### src/rtl/fpga_frame_shifter.sv
// Framed serial link endpoint: a parallel word goes out as a framed bit stream,
// and an incoming framed bit stream is assembled back into a word.
module fpga_frame_shifter #(
  parameter int unsigned WIDTH        = 8,
  parameter int unsigned CLKS_PER_BIT = 4,
  parameter bit          LSB_FIRST    = 1'b0
) (
  input  logic             clock,
  input  logic             reset,
  input  logic [WIDTH-1:0] tx_data,
  input  logic             tx_valid,
  output logic             tx_ready,
  output logic             ser_out,
  output logic             frame_out,
  input  logic             ser_in,
  input  logic             frame_in,
  output logic [WIDTH-1:0] rx_data,
  output logic             rx_valid,
  output logic             rx_error
);

  localparam int unsigned BW   = (WIDTH > 1) ? $clog2(WIDTH) : 1;
  localparam int unsigned CW   = (CLKS_PER_BIT > 1) ? $clog2(CLKS_PER_BIT) : 1;
  localparam int unsigned HALF = CLKS_PER_BIT / 2;

  localparam logic [BW-1:0] BIT_LAST   = BW'(WIDTH - 1);
  localparam logic [CW-1:0] CLK_LAST   = CW'(CLKS_PER_BIT - 1);
  // The detecting edge is cycle 0 of a bit, so the counter lags the cycle index by one.
  localparam logic [CW-1:0] CLK_SAMPLE = CW'(HALF - 1);

  typedef enum logic {TX_IDLE, TX_SHIFT} tx_state_t;
  typedef enum logic {RX_IDLE, RX_SHIFT} rx_state_t;

  function automatic logic first_bit(input logic [WIDTH-1:0] w);
    return LSB_FIRST ? w[0] : w[WIDTH-1];
  endfunction

  // ---------------- transmit path ----------------
  tx_state_t        r_tx_state, w_tx_state_nxt;
  logic [WIDTH-1:0] r_tx_shift, w_tx_shift_nxt;
  logic [BW-1:0]    r_tx_bit,   w_tx_bit_nxt;
  logic [CW-1:0]    r_tx_clk,   w_tx_clk_nxt;
  logic             r_tx_ready, w_tx_ready_nxt;
  logic             r_ser_out,  w_ser_out_nxt;
  logic             r_frame_out, w_frame_out_nxt;
  logic [WIDTH-1:0] w_tx_shifted;

  assign w_tx_shifted = LSB_FIRST ? {1'b0, r_tx_shift[WIDTH-1:1]}
                                  : {r_tx_shift[WIDTH-2:0], 1'b0};

  always_ff @(posedge clock) begin
    if (reset) begin
      r_tx_state  <= TX_IDLE;
      r_tx_shift  <= '0;
      r_tx_bit    <= '0;
      r_tx_clk    <= '0;
      r_tx_ready  <= 1'b1;
      r_ser_out   <= 1'b0;
      r_frame_out <= 1'b0;
    end else begin
      r_tx_state  <= w_tx_state_nxt;
      r_tx_shift  <= w_tx_shift_nxt;
      r_tx_bit    <= w_tx_bit_nxt;
      r_tx_clk    <= w_tx_clk_nxt;
      r_tx_ready  <= w_tx_ready_nxt;
      r_ser_out   <= w_ser_out_nxt;
      r_frame_out <= w_frame_out_nxt;
    end
  end

  always_comb begin
    w_tx_state_nxt = r_tx_state;
    w_tx_shift_nxt = r_tx_shift;
    w_tx_bit_nxt   = r_tx_bit;
    w_tx_clk_nxt   = r_tx_clk;
    case (r_tx_state)
      TX_IDLE: begin
        if (tx_valid) begin
          w_tx_state_nxt = TX_SHIFT;
          w_tx_shift_nxt = tx_data;
          w_tx_bit_nxt   = '0;
          w_tx_clk_nxt   = '0;
        end
      end
      TX_SHIFT: begin
        if (r_tx_clk == CLK_LAST) begin
          w_tx_clk_nxt   = '0;
          w_tx_shift_nxt = w_tx_shifted;
          if (r_tx_bit == BIT_LAST) begin
            w_tx_state_nxt = TX_IDLE;
            w_tx_bit_nxt   = '0;
          end else begin
            w_tx_bit_nxt = r_tx_bit + BW'(1);
          end
        end else begin
          w_tx_clk_nxt = r_tx_clk + CW'(1);
        end
      end
      default: w_tx_state_nxt = TX_IDLE;
    endcase
    // Outputs are registered images of the state being entered.
    w_tx_ready_nxt  = (w_tx_state_nxt == TX_IDLE);
    w_frame_out_nxt = (w_tx_state_nxt == TX_SHIFT);
    w_ser_out_nxt   = w_frame_out_nxt & first_bit(w_tx_shift_nxt);
  end

  assign tx_ready  = r_tx_ready;
  assign ser_out   = r_ser_out;
  assign frame_out = r_frame_out;

  // ---------------- receive path ----------------
  rx_state_t        r_rx_state, w_rx_state_nxt;
  logic [WIDTH-1:0] r_rx_shift, w_rx_shift_nxt;
  logic [BW-1:0]    r_rx_bit,   w_rx_bit_nxt;
  logic [CW-1:0]    r_rx_clk,   w_rx_clk_nxt;
  logic             r_rx_armed, w_rx_armed_nxt;
  logic             r_rx_done,  w_rx_done_nxt;
  logic             r_frame_in_d;
  logic [WIDTH-1:0] r_rx_data,  w_rx_data_nxt;
  logic             r_rx_valid, w_rx_valid_nxt;
  logic             r_rx_error, w_rx_error_nxt;
  logic [WIDTH-1:0] w_rx_shift_in;
  logic             w_frame_rise;

  assign w_frame_rise  = frame_in & ~r_frame_in_d;
  assign w_rx_shift_in = LSB_FIRST ? {ser_in, r_rx_shift[WIDTH-1:1]}
                                   : {r_rx_shift[WIDTH-2:0], ser_in};

  always_ff @(posedge clock) begin
    if (reset) begin
      r_rx_state   <= RX_IDLE;
      r_rx_shift   <= '0;
      r_rx_bit     <= '0;
      r_rx_clk     <= '0;
      r_rx_armed   <= 1'b0;
      r_rx_done    <= 1'b0;
      r_frame_in_d <= 1'b0;
      r_rx_data    <= '0;
      r_rx_valid   <= 1'b0;
      r_rx_error   <= 1'b0;
    end else begin
      r_rx_state   <= w_rx_state_nxt;
      r_rx_shift   <= w_rx_shift_nxt;
      r_rx_bit     <= w_rx_bit_nxt;
      r_rx_clk     <= w_rx_clk_nxt;
      r_rx_armed   <= w_rx_armed_nxt;
      r_rx_done    <= w_rx_done_nxt;
      r_frame_in_d <= frame_in;
      r_rx_data    <= w_rx_data_nxt;
      r_rx_valid   <= w_rx_valid_nxt;
      r_rx_error   <= w_rx_error_nxt;
    end
  end

  always_comb begin
    w_rx_state_nxt = r_rx_state;
    w_rx_shift_nxt = r_rx_shift;
    w_rx_bit_nxt   = r_rx_bit;
    w_rx_clk_nxt   = r_rx_clk;
    w_rx_armed_nxt = r_rx_armed;
    w_rx_done_nxt  = 1'b0;
    w_rx_data_nxt  = r_rx_data;
    w_rx_valid_nxt = 1'b0;
    w_rx_error_nxt = 1'b0;
    if (r_rx_done) begin
      w_rx_data_nxt  = r_rx_shift;
      w_rx_valid_nxt = 1'b1;
    end
    case (r_rx_state)
      RX_IDLE: begin
        if (w_frame_rise) begin
          w_rx_state_nxt = RX_SHIFT;
          w_rx_shift_nxt = '0;
          w_rx_bit_nxt   = '0;
          w_rx_clk_nxt   = '0;
          w_rx_armed_nxt = 1'b0;
        end else if (r_rx_armed) begin
          // Overrun watch: frame strobe must drop within one bit after the last sample.
          if (!frame_in) begin
            w_rx_armed_nxt = 1'b0;
          end else if (r_rx_clk == CLK_LAST) begin
            w_rx_armed_nxt = 1'b0;
            w_rx_error_nxt = 1'b1;
          end else begin
            w_rx_clk_nxt = r_rx_clk + CW'(1);
          end
        end
      end
      RX_SHIFT: begin
        if (!frame_in) begin
          w_rx_state_nxt = RX_IDLE;
          w_rx_shift_nxt = '0;
          w_rx_bit_nxt   = '0;
          w_rx_clk_nxt   = '0;
          w_rx_error_nxt = 1'b1;
        end else begin
          w_rx_clk_nxt = (r_rx_clk == CLK_LAST) ? '0 : r_rx_clk + CW'(1);
          if (r_rx_clk == CLK_SAMPLE) begin
            w_rx_shift_nxt = w_rx_shift_in;
            if (r_rx_bit == BIT_LAST) begin
              w_rx_state_nxt = RX_IDLE;
              w_rx_bit_nxt   = '0;
              w_rx_clk_nxt   = '0;
              w_rx_done_nxt  = 1'b1;
              w_rx_armed_nxt = 1'b1;
            end else begin
              w_rx_bit_nxt = r_rx_bit + BW'(1);
            end
          end
        end
      end
      default: w_rx_state_nxt = RX_IDLE;
    endcase
  end

  assign rx_data  = r_rx_data;
  assign rx_valid = r_rx_valid;
  assign rx_error = r_rx_error;

endmodule

### config.mk
export PLATFORM = sky130hd
export DESIGN_NAME = fpga_frame_shifter
export DESIGN_NICKNAME = d
export VERILOG_FILES = /design/src/rtl/fpga_frame_shifter.sv
export SDC_FILE = /design/constraint.sdc
export NUM_CORES = 1
export LEC_CHECK = 0
export ABC_AREA = 1
export CAP_MARGIN = 30
export CORE_ASPECT_RATIO = 1.1
export CORE_MARGIN = 8
export CORE_UTILIZATION = 25
export CTS_CLUSTER_DIAMETER = 100
export DETAILED_ROUTE_END_ITERATION = 12
export GPL_TIMING_DRIVEN = 0
export PLACE_DENSITY_LB_ADDON = 0.08
export SYNTH_ARGS = -nofsm -noshare
export SYNTH_HDL_FRONTEND = slang
export SYNTH_SLANG_ARGS = --single-unit
### constraint.sdc
create_clock -name clock -period 2.28 [get_ports clock]
set_input_delay 0.228 -clock clock [delete_from_list [all_inputs] [get_ports clock]]
set_output_delay 0.228 -clock clock [all_outputs]
set_load 0.01 [all_outputs]
==> flow_summary_export.csv, run 1 <==
group,metric,value,unit
floorplan,rows,32,
clock_network,cts_root_buf,"clkbuf_8",
sta,fin_tns_setup,0,ns
place,port_buffers,24,
setup_path,cp_num_cells,1,
finish,finalNetCount,281,
setup_path,critPathMaxStageDelay,0.56,ns
outcome,status,"finished clean",
setup_path,cp_top_family,"buffers and inverters",
global_routing,grt_max_degree,15,
route,drtAntennaViolNets,0,
pwr,p_per_area,714,nW/µm²
finish,seq_area,861,µm²
setup_path,crit_end,"frame_out",
logic_synthesis,synth-simple-area-share,22.8,%
clock_network,htreeDepth,2,
hold_path,hold_class,"in -> reg",
setup_path,worst_ep_arrival_time,1.25,ns
route,drt-wirelength-per-cell,12.0,µm
global_routing,grt.total_usage,8.66,%
clock_network,cts_tree,"done",
floorplan,ios,26,
place,hpwl,3.06,mm
route,firstDrtPassIters,4,
logic_synthesis,syn_avg_cell_area,7.90,µm²
setup_path,r2r_end,"r_tx_shift[1]",
logic_synthesis,synth_nets,250,
route,viasPerCell,4.35,
clock_network,ctsLongestPathBuffers,2,
global_routing,grt_pass1_vias,1506,
logic_synthesis,syn_area,1810,µm²
sta,fin_crit_sh,64.8,%
floorplan,start_util,25.8,%
finish,postLayoutCellArea,2270,µm²
sta,worst_slew_margin_rel,61.2,%
floorplan,dieWidth,97.1,µm
logic_synthesis,synthMuxAreaShare,0,%
setup_path,crit_type,"reg -> out",
logic_synthesis,yosys.area_share.xor_xnor,0,%
pwr,peakVddDrop,0.242,mV
finish,drive_gt1_share,11.1,%
setup_path,worst_setup_path_start_kind,"register",
clock_network,post_cts_buffers,0,
sta,fin_skew,0.00866,ns
clock_network,clk_pin_slew,0.09,ns
finish,fillCellCount,749,
logic_synthesis,synth_top_family_by_area,"simple AND/OR/NAND/NOR gates",
clock_network,cts-resized-gates,0,
clock_network,numCtsBuffers,5,
setup_path,cp-end-kind,"primary output",
clock_network,clock-sinks,43,
setup_path,critical_path.cell_chain,"clkdlybuf4s50_1",
clock_network,clk-insertion-delay-late,0.30,ns
sta,rsz0062_at_grt,"no",
sta,period_minus_slack,1.48,ns
setup_path,r2r_setup_slack,0.90,ns
place,gp_congestion,0.716,
setup_path,critPathMaxFanout,5,
global_routing,gr-total-overflow,0,
route,drc,0,
logic_synthesis,ys_ff_latch,43,
route,wirelength,4.15,mm
setup_path,r2r-start,"r_tx_clk[0]",
logic_synthesis,synth_compound_area_share,16.3,%
logic_synthesis,synth-adder-area-share,5.54,%
pwr,finalPower,1.62,mW
setup_path,critPathBufInv,1,
finish,final_cells,346,
place,place_area,2150,µm²
setup_path,slowest_stage,"clkdlybuf4s50_1",
sta,hold_violations,0,
floorplan,die-area,10200,µm²
setup_path,reg2reg_depth,5,
setup_path,required,2.05,ns
place,numPlacedInstances,338,
sta,setup_viol,0,
finish,area_growth,25.4,%
finish,antennaDiodeCount,0,
route,vias,1504,
sta,slew_viol_final,0,
global_routing,antenna_found_initial,0,
sta,worstMarginPinSlew,0.583,ns
floorplan,dieHeight,105,µm
hold_path,min_path_cells,2,
setup_path,cp-startpoint,"frame_out",
pwr,leakage,0.944,nW
sta,fmax,677,MHz
floorplan,core_area,7010,µm²
logic_synthesis,ys_warn_count,0,
logic_synthesis,synth_cell_types,26,
global_routing,grt_pass1_wl,7.31,mm
route,initialDrtViolationCount,22,
finish,multi_input_area,807,µm²
logic_synthesis,synthCells,229,
finish,utilization,32.4,%
run,max_cap_viol_count,0,
logic_synthesis,synth_seq_area_share,47.6,%
clock_network,hold_buffers,0,
## cell usage after synthesis
cell type  count  area share [%]
ha_1           8             5.5
buf_1          3            0.62
clkbuf_1       1            0.21
nor2_2         1            0.35
inv_6          1            0.48
or2_2          1            0.35
clkinv_2       1            0.28
buf_2          1            0.28
buf_6          1            0.62
nor3_1         2            0.55
nand4_1        1            0.35
nand2_1       51              11
o21ai_2        8             3.9
a21oi_1       19             5.3
a31oi_1        3             1.0
inv_1         18             3.7
nand2_2        4             1.4
clkinv_1       2            0.42
nand2_4        2             1.2
nor2_1        32             6.6
nand3_1        5             1.4
dfxtp_1       43              48
o21ai_0       16             4.4
buf_12         1             1.1
a211oi_1       1            0.42
a22oi_1        3             1.2
## where the power goes
group	internal (mW)	switching, mW
registers	0.789	0.0286
clock network	0.327	0.286
logic	0.0828	0.106
total	1.20	0.421
## worst reg2reg max path, stage by stage, from the launching register on
cell      delay [ns]
dfxtp_1         0.33
ha_1            0.20
nand2_1         0.10
clkinv_1        0.26
a22oi_1         0.26
a21oi_1         0.08
## logic make-up (layout without fill, tap and decap cells)
kind of cell	Yosys count	in the layout
flip-flops	43	43
buffers and inverters	29	61
AND/OR/NAND/NOR	99	99
adder cells (fa/ha/maj)	8	8
AO/OA/AOI/OAI	50	50
## through the flow
stage	hold WS, ns	worst slack, ns
after floorplan	0.373	1.05
after global placement	0.447	0.579
after detailed placement	0.457	0.567
after CTS	0.230	0.780
after global routing	0.272	0.710
final	0.226	0.803
## state kept, by name, summed over array words and instances, names as in the netlist, 2 cells and up
signal,flops
r_rx_bit,3
r_rx_clk,2
r_rx_shift,8
r_tx_bit,3
r_tx_clk,2
r_tx_shift,8
rx_data,8
## how the worst min path moves through the flow
| stage | startpoint | endpoint | slack (ns) |
|---|---|---|---|
| floorplan | frame_in | r_frame_in_d | 0.37 |
| global placement | r_tx_clk[0] | r_tx_clk[0] | 0.45 |
| detailed placement | r_tx_clk[0] | r_tx_clk[0] | 0.46 |
| CTS | reset | r_tx_shift[4] | 0.23 |
| global route | reset | r_tx_shift[5] | 0.27 |
| finish | reset | r_tx_shift[4] | 0.23 |
## layout by cell type, fill, tap and decap left out
cell type and n:
buf_6 1, clkbuf_1 1, nand3_1 5, buf_1 3, nor2_2 1, o21ai_2 8
inv_6 1, nand2_4 2, buf_2 1, nand2_1 51, nand2_2 4, a31oi_1 3
buf_12 1, clkinv_1 2, o21ai_0 16, a22oi_1 3, a211oi_1 1, inv_1 18
clkdlybuf4s50_1 24, nand4_1 1, ha_1 8, a21oi_1 19, clkbuf_8 5, clkinv_2 2
clkinv_4 1, bufinv_16 1, dfxtp_1 43, nor2_1 32, or2_2 1, nor3_1 2
## cell type report
cell class / count / share of cell area [%]
clock buffer: 5 / 3.04
clock inverter: 3 / 1.93
timing repair buffer: 24 / 10.6
multi-input combinational: 157 / 35.6
buffer: 7 / 2.26
sequential: 43 / 38.0
inverter: 22 / 3.92
tap: 85 / 4.69
## routing by layer
| metal | global-route usage (%) | up-vias | part of all wire (%) |
|---|---|---|---|
| met2 | 14.1 | 24 | 47 |
| met4 | 3.63 | 0 | 1.2 |
| met3 | 2.96 | 4 | 4.4 |
| li1 | - | 800 | - |
| met5 | 0 | - | 0 |
| met1 | 10.1 | 676 | 47 |
Power figures use the tool's default switching activity.
==> run 2, diff against run 1 <==
==> constraint.sdc (replaced) <==
create_clock -name clock -period 1.25 [get_ports clock]
set_input_delay 0.125 -clock clock [delete_from_list [all_inputs] [get_ports clock]]
set_output_delay 0.125 -clock clock [all_outputs]
set_load 0.01 [all_outputs]
==> flow_summary_export.csv, run 2 (synthesis results as in run 1) <==
group,metric,value,unit
finish,drive_gt1_share,24.0,%
hold_path,hp-start,"reset",
setup_path,cp-startpoint,"r_rx_clk[0]",
route,drt-wirelength-per-cell,12.4,µm
place,port_buffers,24,
finish,antennaDiodeCount,0,
run,max_cap_viol_count,0,
route,highest_layer,"met4",
global_routing,gr-total-overflow,0,
sta,fin_crit_sh,96.0,%
setup_path,critPathMaxFanout,10,
finish,final_common_cell,"nand2_1",
clock_network,ctsLongestPathBuffers,2,
pwr,leakage,1.06,nW
clock_network,cts_tree,"done",
setup_path,worst_setup_path_start_kind,"register",
place,numPlacedInstances,338,
place,hpwl,3.06,mm
pwr,p_per_area,1240,nW/µm²
route,viasPerCell,4.38,
route,wirelength,4.35,mm
setup_path,r2r-start,"r_rx_clk[0]",
floorplan,dieHeight,105,µm
global_routing,antenna_found_initial,0,
floorplan,rows,32,
finish,postLayoutCellArea,2450,µm²
pwr,peakVddDrop,0.463,mV
route,wl_met3,177,µm
global_routing,grt_pass1_vias,1542,
route,drtAntennaViolNets,0,
place,place_area,2150,µm²
sta,setup_viol,0,
global_routing,grt.total_usage,8.75,%
setup_path,required,1.43,ns
clock_network,clock-sinks,43,
finish,area_growth,35.6,%
global_routing,grt_max_degree,15,
floorplan,die-area,10200,µm²
clock_network,clk_pin_slew,0.09,ns
finish,final_cell_mix,"nand2_1 (48), dfxtp_1 (33), nor2_1 (32), a21oi_1 (17), dlygate4sd2_1 (14)",
sta,hold_violations,0,
pwr,finalPower,3.04,mW
clock_network,hold_buffers,0,
route,initialDrtViolationCount,29,
place,gp_congestion,0.716,
route,routed-wl-met2,2.08,mm
finish,finalNetCount,287,
route,wl_met1,2.04,mm
global_routing,grt_pass1_wl,7.38,mm
setup_path,worst_ep_arrival_time,1.38,ns
finish,final_cells,352,
sta,whs,0.141,ns
sta,fin_tns_setup,0,ns
sta,period_minus_slack,1.20,ns
route,firstDrtPassIters,4,
clock_network,clk-insertion-delay-late,0.30,ns
route,drc,0,
floorplan,core_area,7010,µm²
setup_path,cp-end-kind,"register",
outcome,status,"finished clean",
sta,fmax,834,MHz
hold_path,hold_class,"in -> reg",
floorplan,ios,26,
clock_network,htreeDepth,2,
floorplan,start_util,25.8,%
sta,worstMarginPinSlew,0.563,ns
floorplan,dieWidth,97.1,µm
clock_network,numCtsBuffers,5,
sta,rsz0062_at_grt,"yes",
setup_path,crit_type,"reg -> reg",
sta,worst_slew_margin_rel,62.5,%
sta,slew_viol_final,0,
sta,fin_skew,0.0102,ns
clock_network,cts_root_buf,"clkbuf_8",
route,vias,1540,
[run 2: metrics by stage]
step	utilization (%)	worst slack, ns
2_1_floorplan	-	0.0221
3_3_place_gp	30.8	-0.348
3_5_place_dp	30.8	-0.360
4_1_cts	32.9	0.000785
5_1_grt	35.0	-0.0286
6_report	35.0	0.0503
[run 2: worst paths after layout]
| check | slack (ns) | end | cells after the start |
|---|---|---|---|
| worst max-delay path | 0.05 | r_rx_shift[7] | 8 |
| worst min-delay path | 0.14 | r_tx_shift[4] | 2 |
| worst max register to register | 0.05 | r_rx_shift[7] | 8 |
| worst min register to register | 0.44 | r_tx_clk[0] | 1 |
[run 2: layout make-up]
cell class,count,area (µm²)
Sequential cell,43,881
Clock inverter,3,43.8
Buffer,7,51.3
Clock buffer,5,68.8
Inverter,22,101
Tap cell,85,106
Timing Repair Buffer,29,278
Multi-Input combinational cell,157,916
Fill cell,746,4560
Timing Repair inverter,1,5.00
[run 2: timing repair]
action                                  4_1_cts  5_1_grt
endpoints found under the setup margin       40       25
gates resized for setup                      31       32
pin swaps                                     1        2
buffers inserted                              2        2
cloned                                        0        2
[run 2: critical path: stages (launching register included)]
cell and delay, ns:
dfxtp_4 0.37, ha_4 0.18, inv_2 0.06, nand2_4 0.06
nand2_8 0.07, inv_8 0.05, clkbuf_16 0.15, o21ai_2 0.10
nor2_1 0.04
[run 2: layer usage]
metal,vias up,global-route usage (%)
li1,810,-
met1,703,9.96
met5,-,0
met3,5,2.96
met2,22,14.6
met4,0,3.63
[run 2: power by group]
group,internal (mW),switching (mW)
combinational,0.191,0.220
clock,0.596,0.526
sequential,1.44,0.0604
total,2.23,0.807
==> run 3, diff against run 2 <==
--- a/config.mk
+++ b/config.mk
@@ -14,6 +14,7 @@
 export DETAILED_ROUTE_END_ITERATION = 12
 export GPL_TIMING_DRIVEN = 0
 export PLACE_DENSITY_LB_ADDON = 0.08
+export SKIP_LAST_GASP = 1
 export SYNTH_ARGS = -nofsm -noshare
 export SYNTH_HDL_FRONTEND = slang
 export SYNTH_SLANG_ARGS = --single-unit
==> flow_summary_export.csv, run 3 (synthesis results as in run 1) <==
group,metric,value,unit
outcome,status,"finished clean",
pwr,leakage,1.06,nW
clock_network,clk-insertion-delay-late,0.30,ns
place,hpwl,3.06,mm
sta,period_minus_slack,1.20,ns
place,numPlacedInstances,338,
setup_path,critical_path.cell_chain,"ha_4, inv_2, nand2_4, nand2_8, inv_6, clkbuf_16, o21ai_2, nor2_1",
sta,worst_slew_margin_rel,62.4,%
clock_network,numCtsBuffers,5,
setup_path,crit_end,"r_rx_shift[7]",
place,gp_congestion,0.716,
finish,drive_gt1_share,24.0,%
pwr,pwr-share-clk,37.1,%
pwr,peakVddDrop,0.464,mV
pwr,p_per_area,1240,nW/µm²
place,port_buffers,24,
route,drtAntennaViolNets,0,
setup_path,slowest_stage,"dfxtp_4",
finish,fillCellCount,747,
global_routing,grt_pass1_vias,1542,
setup_path,r2r-start,"r_rx_clk[0]",
setup_path,critPathMaxStageDelay,0.37,ns
setup_path,r2r_setup_slack,0.05,ns
hold_path,min_path_cells,2,
sta,worstMarginPinSlew,0.564,ns
setup_path,r2r_end,"r_rx_shift[7]",
setup_path,cp_top_family,"flip-flops",
global_routing,gr-total-overflow,0,
floorplan,rows,32,
sta,hold_violations,0,
place,place_worst_setup_slack,-0.360,ns
floorplan,die-area,10200,µm²
finish,final_common_cell,"nand2_1",
setup_path,required,1.43,ns
global_routing,grt.total_usage,8.75,%
route,initialDrtViolationCount,30,
pwr,power_switching,0.807,mW
floorplan,core_area,7010,µm²
clock_network,htreeDepth,2,
sta,fmax,832,MHz
global_routing,grt_pass1_wl,7.38,mm
floorplan,start_util,25.8,%
setup_path,cp_num_cells,8,
setup_path,cp-startpoint,"r_rx_clk[0]",
floorplan,ios,26,
sta,fin_tns_setup,0,ns
setup_path,worst_ep_arrival_time,1.38,ns
floorplan,dieWidth,97.1,µm
clock_network,clk_pin_slew,0.09,ns
setup_path,cp-end-kind,"register",
pwr,power.internal,2.23,mW
sta,fin_skew,0.00890,ns
route,firstDrtPassIters,4,
setup_path,worst_setup_path_start_kind,"register",
global_routing,grt_max_degree,15,
route,vias,1542,
clock_network,ctsLongestPathBuffers,2,
floorplan,dieHeight,105,µm
pwr,switching_share,26.6,%
clock_network,hold_buffers,0,
sta,slew_viol_final,0,
clock_network,clock-sinks,43,
setup_path,crit_type,"reg -> reg",
pwr,p_seq_share,49.5,%
run,max_cap_viol_count,0,
pwr,pwr-share-comb,13.4,%
clock_network,cts_root_buf,"clkbuf_8",
hold_path,hold_class,"in -> reg",
clock_network,cts_tree,"done",
sta,setup_ws,0.0477,ns
finish,antennaDiodeCount,0,
route,wirelength,4.34,mm
route,viasPerCell,4.38,
route,drc,0,
finish,finalNetCount,287,
finish,area_growth,35.4,%
global_routing,antenna_found_initial,0,
setup_path,critPathBufInv,3,
finish,final_cells,352,
setup_path,critPathMaxFanout,10,
finish,final_cell_mix,"nand2_1 (48), dfxtp_1 (33), nor2_1 (32), a21oi_1 (17), dlygate4sd2_1 (14)",
setup_path,reg2reg_depth,8,
sta,rsz0062_at_grt,"yes",
route,drt-wirelength-per-cell,12.3,µm
sta,setup_viol,0,
sta,fin_crit_sh,96.2,%
run 3: power by group through the flow:
stage	sequential, mW	combinational, mW	clock [mW]
after global routing	1.52	0.460	1.22
after detailed placement	1.53	0.353	0
final	1.50	0.408	1.12
after global placement	1.53	0.354	0
after floorplan	1.51	0.242	0
after CTS	1.50	0.361	1.16
run 3: worst reg2reg max path, cell delays in order, from the launching register on:
cell	delay [ns]
dfxtp_4	0.37
ha_4	0.18
inv_2	0.06
nand2_4	0.06
nand2_8	0.06
inv_6	0.06
clkbuf_16	0.15
o21ai_2	0.10
nor2_1	0.04
run 3: metrics by stage:
step	total power, mW	hold WS (ns)	cell area [µm²]	util (%)
2_1_floorplan	1.76	0.270	1810	-
3_3_place_gp	1.88	0.447	2150	30.8
3_5_place_dp	1.88	0.457	2150	30.8
4_1_cts	3.02	0.130	2290	32.7
5_1_grt	3.20	0.167	2450	34.9
6_report	3.03	0.141	2450	34.9
run 3: worst min-delay path by stage:
| stage | start | end | slack, ns |
|---|---|---|---|
| final | reset | r_tx_shift[4] | 0.14 |
| after floorplan | frame_in | r_frame_in_d | 0.27 |
| after detailed placement | reset | r_tx_shift[4] | 0.46 |
| after global routing | reset | r_tx_bit[0] | 0.17 |
| after CTS | reset | r_tx_shift[4] | 0.13 |
| after global placement | r_tx_clk[0] | r_tx_clk[0] | 0.45 |
run 3: final cells by class:
type	count	area (µm²)	area share, %
clock inverter	3	43.8	1.79
multi-input combinational	157	916	37.4
tap	85	106	4.34
inverter	22	98.8	4.04
timing repair buffer	29	278	11.3
timing repair inverter	1	5.00	0.204
buffer	7	51.3	2.10
clock buffer	5	68.8	2.81
sequential	43	881	36.0
run 3: per-layer routing:
| metal | up-vias | global-route usage [%] | wire (µm) |
|---|---|---|---|
| li1 | 810 | - | - |
| met1 | 705 | 9.96 | 2040 |
| met2 | 22 | 14.6 | 2070 |
| met3 | 5 | 2.96 | 178 |
| met4 | 0 | 3.63 | 53 |
| met5 | - | 0 | 0 |
run 3: what timing repair did:
item | CTS | global route
endpoints found under the setup margin | 40 | 26
gates cloned | 0 | 2
pin swaps | 1 | 2
resized for setup | 30 | 30
buffers inserted | 2 | 2
